===== src/rtl/pipe_trace_pkg.sv =====
// Shared types for the pipeline trace capture block: FSM states, the
// 96-bit trace entry layout and the instruction word treated as a bubble.
package pipe_trace_pkg;

    typedef enum logic [1:0] {
        IDLE,
        ARMED,
        CAPTURE,
        DONE
    } trace_state_t;

    typedef struct packed {
        logic [31:0] pc;
        logic [31:0] inst;
        logic [31:0] walu;
    } trace_entry_t;

    localparam logic [31:0] NOP_INST = 32'h0;

endpackage


===== src/rtl/trace_fifo.sv =====
// Trace entry storage: circular buffer with wrapping pointers, occupancy
// count and a registered head entry so rd_* never come straight off the RAM.
module trace_fifo
    import pipe_trace_pkg::*;
#(
    parameter int DEPTH = 16,
    parameter int AW    = 4
) (
    input  logic         clock,
    input  logic         reset,
    input  logic         clr,
    input  logic         push,
    input  logic         pop,
    input  trace_entry_t wr_entry,
    output trace_entry_t rd_entry,
    output logic         rd_valid,
    output logic [AW:0]  count
);

    localparam logic [AW:0] FULL = (AW+1)'(DEPTH);

    trace_entry_t  mem [DEPTH];
    trace_entry_t  head_n;
    logic [AW-1:0] wr_ptr;
    logic [AW-1:0] rd_ptr;
    logic [AW-1:0] head_ptr_n;
    logic [AW:0]   left_after_pop;
    logic [AW:0]   count_n;
    logic          push_ok;
    logic          pop_ok;

    assign rd_valid       = (count != '0);
    assign pop_ok         = pop && rd_valid;
    assign push_ok        = push && (count != FULL);
    assign left_after_pop = count - (AW+1)'(pop_ok);
    assign count_n        = left_after_pop + (AW+1)'(push_ok);
    assign head_ptr_n     = rd_ptr + AW'(pop_ok);

    // An entry pushed into an empty (or just-emptied) buffer bypasses the RAM
    // so it is visible on the head register one cycle after the write.
    always_comb begin
        head_n = rd_entry;
        if (push_ok && (left_after_pop == '0)) begin
            head_n = wr_entry;
        end else if (pop_ok) begin
            head_n = mem[head_ptr_n];
        end
    end

    always_ff @(posedge clock) begin
        if (push_ok) begin
            mem[wr_ptr] <= wr_entry;
        end
    end

    always_ff @(posedge clock or posedge reset) begin
        if (reset) begin
            wr_ptr   <= '0;
            rd_ptr   <= '0;
            count    <= '0;
            rd_entry <= '0;
        end else if (clr) begin
            wr_ptr <= '0;
            rd_ptr <= '0;
            count  <= '0;
        end else begin
            if (push_ok) begin
                wr_ptr <= wr_ptr + AW'(1);
            end
            rd_ptr   <= head_ptr_n;
            count    <= count_n;
            rd_entry <= head_n;
        end
    end

endmodule


===== src/rtl/pipe_trace_capture.sv =====
// Trace port for the pipelined CPU: arm, wait for trig_pc, record one entry
// per cycle, drain via valid/ready. `define TRACE_SKIP_BUBBLE_EN to drop bubbles.
module pipe_trace_capture
    import pipe_trace_pkg::*;
#(
    parameter int DEPTH = 16,
    parameter int AW    = 4
) (
    input  logic        clock,
    input  logic        reset,
    input  logic        arm,
    input  logic        stop,
    input  logic [31:0] trig_pc,
    input  logic [31:0] pc,
    input  logic [31:0] inst,
    input  logic [31:0] walu,
    input  logic        rd_ready,
    output logic        rd_valid,
    output logic [31:0] rd_pc,
    output logic [31:0] rd_inst,
    output logic [31:0] rd_walu,
    output logic [AW:0] count,
    output logic        busy,
    output logic        done
);

    localparam logic [AW:0] LAST = (AW+1)'(DEPTH - 1);

    trace_state_t state;
    trace_state_t state_n;
    trace_entry_t wr_entry;
    trace_entry_t rd_entry;
    logic         push;
    logic         clr;
    logic         pop;
    logic         skip;
    logic         fills;

`ifdef TRACE_SKIP_BUBBLE_EN
    assign skip = (inst == NOP_INST);
`else
    assign skip = 1'b0;
`endif

    assign wr_entry = '{pc: pc, inst: inst, walu: walu};
    assign pop      = rd_valid && rd_ready;
    // A push this cycle leaves the buffer full only if nothing leaves it too.
    assign fills    = (count == LAST) && !pop;

    always_ff @(posedge clock or posedge reset) begin
        if (reset) begin
            state <= IDLE;
        end else begin
            state <= state_n;
        end
    end

    always_comb begin
        state_n = state;
        push    = 1'b0;
        clr     = 1'b0;
        case (state)
            IDLE: begin
                if (arm && !stop) begin
                    clr     = 1'b1;
                    state_n = ARMED;
                end
            end
            ARMED: begin
                if (stop) begin
                    state_n = DONE;
                end else if (pc == trig_pc) begin
                    push    = 1'b1;
                    state_n = CAPTURE;
                end
            end
            CAPTURE: begin
                if (stop) begin
                    state_n = DONE;
                end else if (!skip) begin
                    push = 1'b1;
                    if (fills) begin
                        state_n = DONE;
                    end
                end
            end
            DONE: begin
                if (count == '0) begin
                    state_n = IDLE;
                end
            end
            default: state_n = IDLE;
        endcase
    end

    trace_fifo #(
        .DEPTH(DEPTH),
        .AW   (AW)
    ) u_fifo (
        .clock   (clock),
        .reset   (reset),
        .clr     (clr),
        .push    (push),
        .pop     (pop),
        .wr_entry(wr_entry),
        .rd_entry(rd_entry),
        .rd_valid(rd_valid),
        .count   (count)
    );

    assign rd_pc   = rd_entry.pc;
    assign rd_inst = rd_entry.inst;
    assign rd_walu = rd_entry.walu;
    assign busy    = (state == ARMED) || (state == CAPTURE);
    assign done    = (state == DONE);

endmodule


===== config.mk =====
export PLATFORM = sky130hd
export DESIGN_NAME = pipe_trace_capture
export DESIGN_NICKNAME = d
export VERILOG_FILES = /design/src/rtl/pipe_trace_pkg.sv /design/src/rtl/trace_fifo.sv /design/src/rtl/pipe_trace_capture.sv
export SDC_FILE = /design/constraint.sdc
export NUM_CORES = 2
export LEC_CHECK = 0
export CAP_MARGIN = 20
export CORE_AREA = 2 2 466 468
export CTS_CLUSTER_DIAMETER = 150
export DETAILED_ROUTE_END_ITERATION = 12
export DIE_AREA = 0 0 468 470
export SETUP_SLACK_MARGIN = 0.2
export SYNTH_ARGS = -nofsm -noshare
export SYNTH_HDL_FRONTEND = slang
export SYNTH_SLANG_ARGS = --single-unit

===== constraint.sdc =====
create_clock -name clock -period 15 [get_ports clock]
set_input_delay 3 -clock clock [delete_from_list [all_inputs] [get_ports clock]]
set_output_delay 3 -clock clock [all_outputs]
set_load 0.005 [all_outputs]

==> results <==
- The final clock skew is ~0.027 ns.
- The final count of pins violating max slew is 0.
- The endpoint kind of the worst setup timing path is a register.
- The aggregate global-route resource usage is 0.147.
- The number of nets produced by synthesis is about 3000.
- The wire length of the first global-routing pass is 235000 µm.
- The number of antenna violations at the first check in global routing is 15.
- The detailed placement HPWL is 89700 µm.
- The total routed wirelength is 164000 µm.
- Compared with the post-synthesis result, the final layout area differs by 17.0%.
- At the worst endpoint, the arrival time is 8.86 ns.
- With fillers left out, the area of the finished cells amounts to approximately 75000 µm².
- The final count of negative-setup-slack endpoints is 0.
- The count of H-tree levels built during CTS is 4.
- The TritonCTS buffer count is 160.
- The power density of the placed cells is roughly 190 nW/µm².
- The post-route fraction of the period consumed by the critical path is 0.565.
- The global-route congestion overflow total is 0.
- For this run, the number of Yosys warnings is 0.
- The TritonCTS clock tree is done.
- CTS saw 1647 sinks.
- At the end of the flow, the number of nets in the layout was 3276.
- The number of cells after detailed placement is 5819.
- The relative slew slack is 0.224.
- The number of different library cells used by synthesis comes to 48.
- The number of cells upsized or downsized after cts is 0.
- For this run, the number of standard cells in the final layout without fillers is roughly 6100.
- VDD sags by at most 0.336 mV.
- The port buffer count is 236.
- The via total after detailed routing is 30811.
- Measured along the y axis, the die boundary spans 470 µm.
- In this run the worst path has a maximum fanout of 46.
- The critical path endpoint is u_fifo.mem[14][89].
- The maximum number of buffers from clock root to sink is 3.
- The clock period minus final worst setup slack is ~8.5 ns.
- The worst hold path belongs to the class reg2reg.
- The starting density of the core is 0.297.
- Max-cap violations in this run came to 0.
- The terminus of the critical flop-to-flop path is u_fifo.rd_entry[54].
- The slew at the pin closest to its max-slew limit is 1.15 ns.
- The core footprint is approximately 220000 µm².
- The number of global-route vias before repair is about 32000.
- The post-synthesis sequential element count is 1647.
- The startpoint identified for the worst register-to-register timing path is u_fifo.count[0].
- Dividing the detail-routed via count by the number of cells gives 5.04.
- The number of cells on the worst reg-to-reg path is 11.
- The setup slack on the worst flop-to-flop path is ~9.0 ns.
- The latest clock arrival within the worst-skew pair is 0.78 ns.
- The die area is around 220000 µm².
- For this design the static power due to leakage is 23.3 nW.
- The DRC violation count after routing is 0.
- Entering global routing, the biggest net connects 142 pins.
- Buffers inserted to repair hold after CTS numbered 0.
- The die width is ~470 µm.
- The worst hold-check slack is ~0.53 ns.
- The number of setup buffers added after CTS is 0.
- The average cell area after synthesis is between 20 and 25 µm².
- The floorplan has 171 rows.
- Routability-driven placement finished with a final weighted congestion of 0.720.
- The sequential-to-total area share from yosys stat is 0.763.
- After routing, the total negative slack on setup checks comes to 0 ns.
- The final hold violation count is 0.
- The critical path starts at pc[14].
- The fraction of layout instances using a drive strength above 1 is 0.254.
- The netlist area before placement is 64100 µm².
- Setup repair after global routing left no endpoint under its margin.
- The clock slew seen by the registers of the worst setup and hold paths is approximately 0.060 ns.
- After detailed routing, the average wire length per cell comes to between 20 and 30 µm.
- The post-route total power is 14.4 mW.
- The number of instances in the synthesized netlist is roughly 2800.
- The critical path class is in2reg.
- The tree is rooted in a clkbuf_16.
- Timing would allow up to 0.118 GHz.
- The run finished with clean final reports.
- In this run the remaining antenna-violating nets after routing total 0.
- The area after detailed placement is 70000 µm².
- The detailed router finished its first iteration with approximately 3000 violations.
- The first TritonRoute pass finished after 5 iterations.
- In this run the count of I/O pins placed on the die edge is around 240.
- STA classifies the critical path startpoint as an input pin.
- The required time of the critical path is 15.38 ns.
==> critical path, stage by stage <==
cell and delay (ns):
clkdlybuf4s50_1 0.73, xnor2_1 0.69, nand4_1 0.17, nor4_1 1.01
a31oi_4 0.20, nand2b_1 0.61, nor2_4 0.67, buf_4 0.72
buf_4 0.92
==> area by class of cell <==
cell class / instances / area [µm²]
flip-flops and latches: 1647 / 48900
inverters: 108 / 410
clock inverters: 74 / 598
diodes: 3 / 7.51
fillers: 19980 / 141000
repair buffers: 298 / 2960
multi-input cells: 914 / 14200
clock buffers: 217 / 4350
well taps: 2854 / 3570
==> per-layer routing <==
metal | track usage | part of all wire
met1 | 0.203 | 0.43
met2 | 0.241 | 0.49
met3 | 0.0267 | 0.060
met4 | 0.0362 | 0.018
met5 | 0 | 0.00041
==> flip-flops by register name (all words and copies together) (netlist names) <==
name	count
u_fifo.mem	1536
u_fifo.rd_ptr	4
u_fifo.wr_ptr	4
state	2
u_fifo.rd_entry	96
u_fifo.count	5
==> Yosys cell counts, drive strengths merged <==
library cell / n / area [µm²]
edfxtp: 1536 / 46100
mux4: 480 / 10800
dfrtp: 111 / 2780
inv: 108 / 405
clkbuf: 106 / 409
nor2: 104 / 390
nor4: 100 / 632
a221oi: 96 / 1090
buf: 69 / 358
xnor2: 35 / 307
ha: 14 / 175
nand2: 10 / 37.5
nand4: 9 / 56.3
nand3: 8 / 40.0
and2: 7 / 43.8
a21oi: 5 / 28.8
nor3: 5 / 25.0
and4b: 4 / 40.0
nor4b: 4 / 35.0
xor2: 4 / 35.0
and3: 3 / 23.8
nand2b: 3 / 18.8
nor3b: 3 / 33.8
o31ai: 3 / 36.3
a311oi: 2 / 17.5
a31oi: 2 / 12.5
a211oi: 1 / 7.51
a22oi: 1 / 7.51
a311o: 1 / 10.0
a32o: 1 / 10.0
and4: 1 / 8.76
mux2: 1 / 11.3
mux2i: 1 / 10.0
nand4b: 1 / 8.76
nor2b: 1 / 6.26
o211ai: 1 / 7.51
o21ai: 1 / 5.00
or2b: 1 / 7.51
or3: 1 / 6.26
==> cells by family after synthesis <==
| kind of cell | after synthesis | share of synthesized area |
|---|---|---|
| AOI/OAI and AO/OA | 114 | 0.0193 |
| DFF | 1647 | 0.763 |
| xor gates and xnor gates | 39 | 0.00533 |
| and+or+nand+nor | 265 | 0.0221 |
| buffers and inverters | 283 | 0.0183 |
| muxes | 482 | 0.169 |
| adders and majority gates | 14 | 0.00273 |
==> per-stage QoR <==
stage               utilization  worst slack, ns
detailed placement        0.325             5.33
finish                    0.348             6.52
floorplan                     -            0.108
global placement          0.325             5.44
CTS                       0.347             6.15
global route              0.348             6.36
==> cell usage in the layout (no fill, tap or decap), types with 51 or more instances in the layout <==
cell type	n
nor4_1	99
mux4_2	480
edfxtp_1	1536
clkbuf_16	165
buf_4	51
dfrtp_1	111
nor2_1	100
inv_1	107
a221oi_1	56
clkdlybuf4s50_1	236
==> report_power, final <==
group	switching (mW)	internal, mW	total [mW]
combinational	2.50	2.59	5.09
clock	1.70	2.17	3.87
sequential	0.167	5.26	5.43
==> worst min path at each step <==
| stage | from | to | cells after the start | slack [ns] |
|---|---|---|---|---|
| after global routing | u_fifo.rd_entry[46] | u_fifo.rd_entry[46] | 2 | 0.54 |
| final | u_fifo.rd_entry[94] | u_fifo.rd_entry[94] | 2 | 0.53 |
| after detailed placement | u_fifo.rd_entry[46] | u_fifo.rd_entry[46] | 2 | 0.52 |
| after global placement | u_fifo.rd_entry[5] | u_fifo.rd_entry[5] | 2 | 0.52 |
| after floorplan | u_fifo.rd_entry[0] | u_fifo.rd_entry[0] | 2 | 0.53 |
| after CTS | u_fifo.rd_entry[46] | u_fifo.rd_entry[46] | 2 | 0.53 |
(Power assumes the default switching activity.)
